## src/rtl/display_pkg.sv

```systemverilog
// Shared constants and helpers for the multiplexed scoreboard display.
//   clog2       : index width for a count, never less than 1
//   NIBBLE_W    : width of one BCD digit on the packed score bus
//   an_drive    : maps a one-hot "lit" vector to the board's anode polarity
package display_pkg;

   localparam int unsigned NIBBLE_W           = 4;
   localparam int unsigned MAX_DIGITS         = 16;
   localparam bit          ACTIVE_LOW_DEFAULT = 1'b1;

   // Bits needed to index n items; a single item still gets one bit.
   function automatic int unsigned clog2(input int unsigned n);
      int unsigned r;
      r = 0;
      for (int unsigned v = n - 1; v > 0; v = v >> 1) begin
         r = r + 1;
      end
      if (r == 0) begin
         r = 1;
      end
      return r;
   endfunction

   // Active-low boards light an anode with a 0, so invert the lit vector there.
   function automatic logic [MAX_DIGITS-1:0] an_drive(
      input logic [MAX_DIGITS-1:0] onehot,
      input bit                    active_low = ACTIVE_LOW_DEFAULT
   );
      return active_low ? ~onehot : onehot;
   endfunction

endpackage

```

## src/rtl/display_scan_decoder_if.sv

```systemverilog
// Bus between the score logic / segment encoder and the scan decoder.
//   scan_en, manual_sel, digits_in, blank_mask : driven by the master
//   an, sel, digit_out, tick                   : driven by the decoder (slave)
interface display_scan_decoder_if #(
   parameter int unsigned DIGITS = 4
) ();
   import display_pkg::*;

   localparam int unsigned SEL_W = clog2(DIGITS);

   logic                         scan_en;
   logic [SEL_W-1:0]             manual_sel;
   logic [NIBBLE_W*DIGITS-1:0]   digits_in;
   logic [DIGITS-1:0]            blank_mask;
   logic [DIGITS-1:0]            an;
   logic [SEL_W-1:0]             sel;
   logic [NIBBLE_W-1:0]          digit_out;
   logic                         tick;

   modport master (
      output scan_en, manual_sel, digits_in, blank_mask,
      input  an, sel, digit_out, tick
   );

   modport slave (
      input  scan_en, manual_sel, digits_in, blank_mask,
      output an, sel, digit_out, tick
   );

endinterface

```

## src/rtl/scan_prescaler.sv

```systemverilog
// Refresh prescaler: counts DIV cycles per digit slot and flags the guard window.
//   clk, rst   : clock, synchronous active-high reset
//   hold       : manual mode; counter parked at 0, no wrap
//   tick       : registered strobe, high the cycle after a slot wraps
//   wrap_c     : combinational, this edge ends the slot
//   in_guard_c : combinational, the count being loaded on this edge is inside the guard
module scan_prescaler
   import display_pkg::*;
#(
   parameter int unsigned DIV   = 50000,
   parameter int unsigned GUARD = 2
) (
   input  logic clk,
   input  logic rst,
   input  logic hold,
   output logic tick,
   output logic wrap_c,
   output logic in_guard_c
);

   localparam int unsigned CNT_W = clog2(DIV);

   logic [CNT_W-1:0] cnt_q;
   logic [CNT_W-1:0] cnt_next;
   logic             hold_q;

   // The first scanning edge after manual mode restarts the slot at 0 so a guard precedes it.
   assign wrap_c = !hold && !hold_q && (cnt_q == CNT_W'(DIV - 1));

   // Next count: parked in manual, restarted after manual, explicit wrap otherwise.
   always_comb begin
      cnt_next = cnt_q + CNT_W'(1);
      if (hold || hold_q || wrap_c) begin
         cnt_next = '0;
      end
   end

   // Guard compare on the next count so the registered anode matches the registered count.
   generate
      if (GUARD == 0) begin : g_no_guard
         assign in_guard_c = 1'b0;
      end else begin : g_guard
         assign in_guard_c = (cnt_next < CNT_W'(GUARD));
      end
   endgenerate

   // Prescaler state.
   always_ff @(posedge clk) begin
      if (rst) begin
         cnt_q  <= '0;
         hold_q <= 1'b0;
         tick   <= 1'b0;
      end else begin
         cnt_q  <= cnt_next;
         hold_q <= hold;
         tick   <= wrap_c;
      end
   end

endmodule

```

## src/rtl/display_scan_decoder.sv

```systemverilog
// Time-multiplexed digit scanner for the scoreboard display.
//   clk, rst : clock, synchronous active-high reset
//   bus      : slave side of display_scan_decoder_if
//              in : scan_en, manual_sel, digits_in, blank_mask
//              out: an (one-hot anodes), sel, digit_out, tick -- all registered
module display_scan_decoder
   import display_pkg::*;
#(
   parameter int unsigned DIGITS     = 4,
   parameter int unsigned DIV        = 50000,
   parameter int unsigned GUARD      = 2,
   parameter bit          ACTIVE_LOW = ACTIVE_LOW_DEFAULT
) (
   input  logic                  clk,
   input  logic                  rst,
   display_scan_decoder_if.slave bus
);

   localparam int unsigned SEL_W = clog2(DIGITS);

   logic                hold;
   logic                tick_q;
   logic                wrap_c;
   logic                in_guard_c;
   logic [SEL_W-1:0]    sel_q;
   logic [SEL_W-1:0]    sel_next;
   logic [DIGITS-1:0]   onehot_next;
   logic [DIGITS-1:0]   lit_next;
   logic [NIBBLE_W-1:0] digit_next;
   logic [NIBBLE_W-1:0] digit_q;
   logic [DIGITS-1:0]   an_q;

   assign hold = ~bus.scan_en;

   scan_prescaler #(
      .DIV   (DIV),
      .GUARD (GUARD)
   ) u_prescaler (
      .clk        (clk),
      .rst        (rst),
      .hold       (hold),
      .tick       (tick_q),
      .wrap_c     (wrap_c),
      .in_guard_c (in_guard_c)
   );

   // Next digit index: manual load when in range, explicit wrap while scanning.
   always_comb begin
      sel_next = sel_q;
      if (hold) begin
         if ({1'b0, bus.manual_sel} < (SEL_W + 1)'(DIGITS)) begin
            sel_next = bus.manual_sel;
         end
      end else if (wrap_c) begin
         sel_next = (sel_q == SEL_W'(DIGITS - 1)) ? '0 : sel_q + SEL_W'(1);
      end
   end

   // One-hot decode and nibble mux off the next index, keeping an/sel/digit_out coherent.
   always_comb begin
      onehot_next = '0;
      digit_next  = '0;
      for (int k = 0; k < int'(DIGITS); k++) begin
         if (sel_next == SEL_W'(k)) begin
            onehot_next[k] = 1'b1;
            digit_next     = bus.digits_in[k*NIBBLE_W +: NIBBLE_W];
         end
      end
   end

   // Manual mode ignores the guard; blanking applies in both modes.
   always_comb begin
      lit_next = '0;
      if (hold || !in_guard_c) begin
         lit_next = onehot_next & ~bus.blank_mask;
      end
   end

   // Output registers.
   always_ff @(posedge clk) begin
      if (rst) begin
         sel_q   <= '0;
         digit_q <= '0;
         an_q    <= DIGITS'(an_drive('0, ACTIVE_LOW));
      end else begin
         sel_q   <= sel_next;
         digit_q <= digit_next;
         an_q    <= DIGITS'(an_drive(MAX_DIGITS'(lit_next), ACTIVE_LOW));
      end
   end

   assign bus.sel       = sel_q;
   assign bus.digit_out = digit_q;
   assign bus.an        = an_q;
   assign bus.tick      = tick_q;

endmodule

```

## src/flat_wrapper.sv

```systemverilog
// flat-port wrapper written by rule: the top's interface ports become plain ports
module display_scan_decoder_flat import display_pkg::*;
#(
   parameter int unsigned DIGITS     = 4,
   parameter int unsigned DIV        = 50000,
   parameter int unsigned GUARD      = 2,
   parameter bit          ACTIVE_LOW = ACTIVE_LOW_DEFAULT
)
  (clk, rst, bus_scan_en, bus_manual_sel, bus_digits_in, bus_blank_mask, bus_an, bus_sel, bus_digit_out, bus_tick);
  display_scan_decoder_if #(.DIGITS(DIGITS)) bus_i ();
  input  logic clk;
  input  logic rst;
  input wire logic [$bits(bus_i.scan_en)-1:0] bus_scan_en;
  input wire logic [$bits(bus_i.manual_sel)-1:0] bus_manual_sel;
  input wire logic [$bits(bus_i.digits_in)-1:0] bus_digits_in;
  input wire logic [$bits(bus_i.blank_mask)-1:0] bus_blank_mask;
  output wire logic [$bits(bus_i.an)-1:0] bus_an;
  output wire logic [$bits(bus_i.sel)-1:0] bus_sel;
  output wire logic [$bits(bus_i.digit_out)-1:0] bus_digit_out;
  output wire logic [$bits(bus_i.tick)-1:0] bus_tick;
  assign bus_i.scan_en = bus_scan_en;
  assign bus_i.manual_sel = bus_manual_sel;
  assign bus_i.digits_in = bus_digits_in;
  assign bus_i.blank_mask = bus_blank_mask;
  assign bus_an = bus_i.an;
  assign bus_sel = bus_i.sel;
  assign bus_digit_out = bus_i.digit_out;
  assign bus_tick = bus_i.tick;
  display_scan_decoder #(.DIGITS(DIGITS), .DIV(DIV), .GUARD(GUARD), .ACTIVE_LOW(ACTIVE_LOW)) u_core (.clk(clk), .rst(rst), .bus(bus_i));
endmodule
```

## config.mk

```make
export PLATFORM = sky130hd
export DESIGN_NAME = display_scan_decoder_flat
export DESIGN_NICKNAME = d
export VERILOG_FILES = /design/src/rtl/display_pkg.sv /design/src/rtl/display_scan_decoder_if.sv /design/src/rtl/scan_prescaler.sv /design/src/rtl/display_scan_decoder.sv /design/src/flat_wrapper.sv
export SDC_FILE = /design/constraint.sdc
export NUM_CORES = 1
export LEC_CHECK = 0
export ABC_AREA = 1
export CELL_PAD_IN_SITES_DETAIL_PLACEMENT = 0
export CELL_PAD_IN_SITES_GLOBAL_PLACEMENT = 1
export CORE_MARGIN = 1.5
export CORE_UTILIZATION = 31
export DETAILED_ROUTE_END_ITERATION = 8
export PLACE_DENSITY_LB_ADDON = 0.12
export SYNTH_ARGS = -nofsm -noshare
export SYNTH_HDL_FRONTEND = slang
export SYNTH_SLANG_ARGS = --single-unit
export TNS_END_PERCENT = 5
```

## constraint.sdc

```tcl
create_clock -name clk -period 1.7 [get_ports clk]
set_input_delay 0.51 -clock clk [delete_from_list [all_inputs] [get_ports clk]]
set_output_delay 0.51 -clock clk [all_outputs]
set_load 0.005 [all_outputs]
```

==> results.toml <==
[run]
maxCapViolCount = 0

[power_and_ir_drop]
powerDensity_nw_per_um2 = 520.9
internal_power_uw = 961.9
p_seq_share_pct = 53.1
peakVddDrop_mv = 0.3404
p_leak_nw = 1.106
power.clock.fraction_pct = 28.4
p_comb_share_pct = 18.5
p_switching_uw = 320.1
p_sw_share_pct = 24.97

[sta]
worst_pin_slew_ns = 0.2600
rsz0062_at_grt = "true"
skew_ns = 0.003254
fmax_mhz = 603.3
setup_slack_ns = 0.04250
slew_headroom_pct = 82.60
finalCriticalPeriod_ns = 1.657
hold_viol = 0
slew_violations = 0
setup_violations = 0
post-route-period-util_pct = 97.50
tns_ns = 0

[clocking]
cts_tree = "yes"
htree_levels = 1
cts-root-buf = "clkbuf_8"
cts_hold_buffers = 0
cts_sinks = 28
cts_buffers = 3
clk_pin_slew_ns = 0.10
clk_latency_ns = 0.27
cts_buffer_depth = 2

[synth]
syn_area_um2 = 1593
ys_ff_latch = 28
yosys.area.top_type = "dfxtp_1"
yosysSeqAreaShare_pct = 35.19
syn-instance-count = 232
synth_area_leaders = "dfxtp_1, nand2_1, nand3_1"
synth_cell_types = 26
syn_avg_cell_area_um2 = 6.865
ys_warn_count = 0
synth_nets = 259
synth_top_cell_area_share_pct = 35.19

[layout]
final_cells = 370
area_growth_pct = 54.52
final_common_cell = "nand2_1"
post-route-cell-area_um2 = 2461
antennaDiodeCount = 0
final_cell_mix = "nand2_1, buf_4, clkdlybuf4s50_1, inv_1, nand3_1"
drive_gt1_share_pct = 31.02
final_util_pct = 50.76
nets = 332

[global_route]
grt_max_degree = 20
grt_usage_pct = 16.96
grt_first_pass_wirelength_um = 7162
grt-ovfl-total = 0
antenna_found_initial = 0
grt_pass1_vias = 1597

[floorplanning]
io_pins = 36
core_um2 = 4848
dieHeight_um = 74.68
rows = 25
initial_core_util_pct = 32.85
die_x_um = 74.68
die-area_um2 = 5577

[setup_path]
worstPathArrival_ns = 1.88
r2r_slack_ns = 0.04
start_kind = "flop"
criticalPathCategory = "flop to flop"
cp-end-kind = "flop"
cp.required_ns = 1.92
crit_fanout = 5

[routing]
first_iter_violations = 44
drt-pass1-iter-count = 4
post_drt_wl_per_cell_um = 11.75
num_vias = 1671
via_per_inst = 4.516
wl_um = 4347
antenna_left = 0
drcViolationCount = 0

[place]
routabilityCongestion = 0.7973
placement.io_buffers = 35
placed_cells = 367
hpwlAfterDp_um = 3415
dpl_worst_slack_ns = -0.4378
placed_area_um2 = 2271

[hold_path]
hp-class = "flop to flop"

[status]
status = "complete, no violations"
-- synthesized netlist by cell type --
cell,instances
o21bai_1,4
a21o_1,3
or2_2,3
nor2_4,2
dfxtp_1,28
nand2_4,3
o21ai_1,4
ha_1,2
xor2_1,2
nor2_2,4
buf_8,1
nand3_2,1
nor3_1,10
o21ai_0,7
inv_1,27
buf_6,1
inv_2,3
nand3_1,34
nor2_1,28
clkbuf_1,2
nand2_2,4
nand2_1,48
and2_1,1
nand4_1,7
nor2_8,1
nand4_2,2
-- critical path, cell delays in order (launching register included) --
cell,delay (ns)
dfxtp_2,0.37
ha_4,0.17
nand2_4,0.06
nor2_4,0.13
nand4_1,0.21
inv_2,0.12
nand2_1,0.06
nand3_2,0.09
nand2_2,0.06
nor2_4,0.13
nand4_4,0.13
nand2_1,0.08
-- logic make-up (layout without fill, tap and decap cells) --
group,Yosys count,after routing,synth area share (%)
and+or+nand+nor,148,148,46.19
AOI/OAI and AO/OA,18,18,6.755
xor gates and xnor gates,2,2,1.100
adders and majority gates,2,2,1.571
DFF,28,28,35.19
buffers and inverters,34,105,9.191
-- area by class of cell --
class | count | area, um2
fillers | 491 | 2387
multi-input cells | 170 | 1008
repair buffers | 72 | 639.4
flip-flops and latches | 28 | 570.5
inverters | 30 | 117.6
well taps | 67 | 83.83
clock buffers | 3 | 41.29
-- power by group through the flow --
stage / Clock (mW) / Combinational, mW / Sequential [mW]
2_1_floorplan: 0 / 0.0972 / 0.697
3_3_place_gp: 0 / 0.224 / 0.695
3_5_place_dp: 0 / 0.223 / 0.695
4_1_cts: 0.382 / 0.232 / 0.681
5_1_grt: 0.403 / 0.262 / 0.683
6_report: 0.364 / 0.237 / 0.681
-- registers in the layout, indices dropped and copies added, names as in the netlist --
| name | cells |
|---|---|
| u_core.u_prescaler.cnt_q | 16 |
| u_core.u_prescaler.tick | 1 |
| u_core.bus.an | 4 |
| u_core.bus.sel | 2 |
| u_core.u_prescaler.hold_q | 1 |
| u_core.bus.digit_out | 4 |
-- through the flow --
step | total power [mW] | hold slack, ns
final | 1.282 | 0.5496
after global placement | 0.9190 | 0.5553
after floorplan | 0.7943 | 0.4707
after global routing | 1.348 | 0.5846
after CTS | 1.294 | 0.5355
after detailed placement | 0.9173 | 0.5482
-- routing by layer --
layer / wire length, um / vias up / track usage [%]
met1: 2138 / 748 / 24.26
li1: - / 901 / -
met5: 0 / - / 0
met3: 112 / 2 / 2.008
met2: 2063 / 20 / 26.98
met4: 32 / 0 / 4.848
-- final timing paths --
kind                            depth (start not counted)                                      to                              startpoint
worst max-delay path                                   11             u_core.bus.an[1]$_SDFF_PP1_  u_core.u_prescaler.cnt_q[1]$_SDFF_PP0_
worst max register to register                         11             u_core.bus.an[1]$_SDFF_PP1_  u_core.u_prescaler.cnt_q[1]$_SDFF_PP0_
worst min-delay path                                    2  u_core.u_prescaler.cnt_q[0]$_SDFF_PP0_  u_core.u_prescaler.cnt_q[0]$_SDFF_PP0_
worst min register to register                          2  u_core.u_prescaler.cnt_q[0]$_SDFF_PP0_  u_core.u_prescaler.cnt_q[0]$_SDFF_PP0_
-- repair_timing --
item                                    CTS  global route
pin swaps                                 9            11
endpoints found under the setup margin   10            11
gates resized for setup                  22            29
setup buffers                             0             0
No activity file was read; power rests on OpenSTA's default activity.
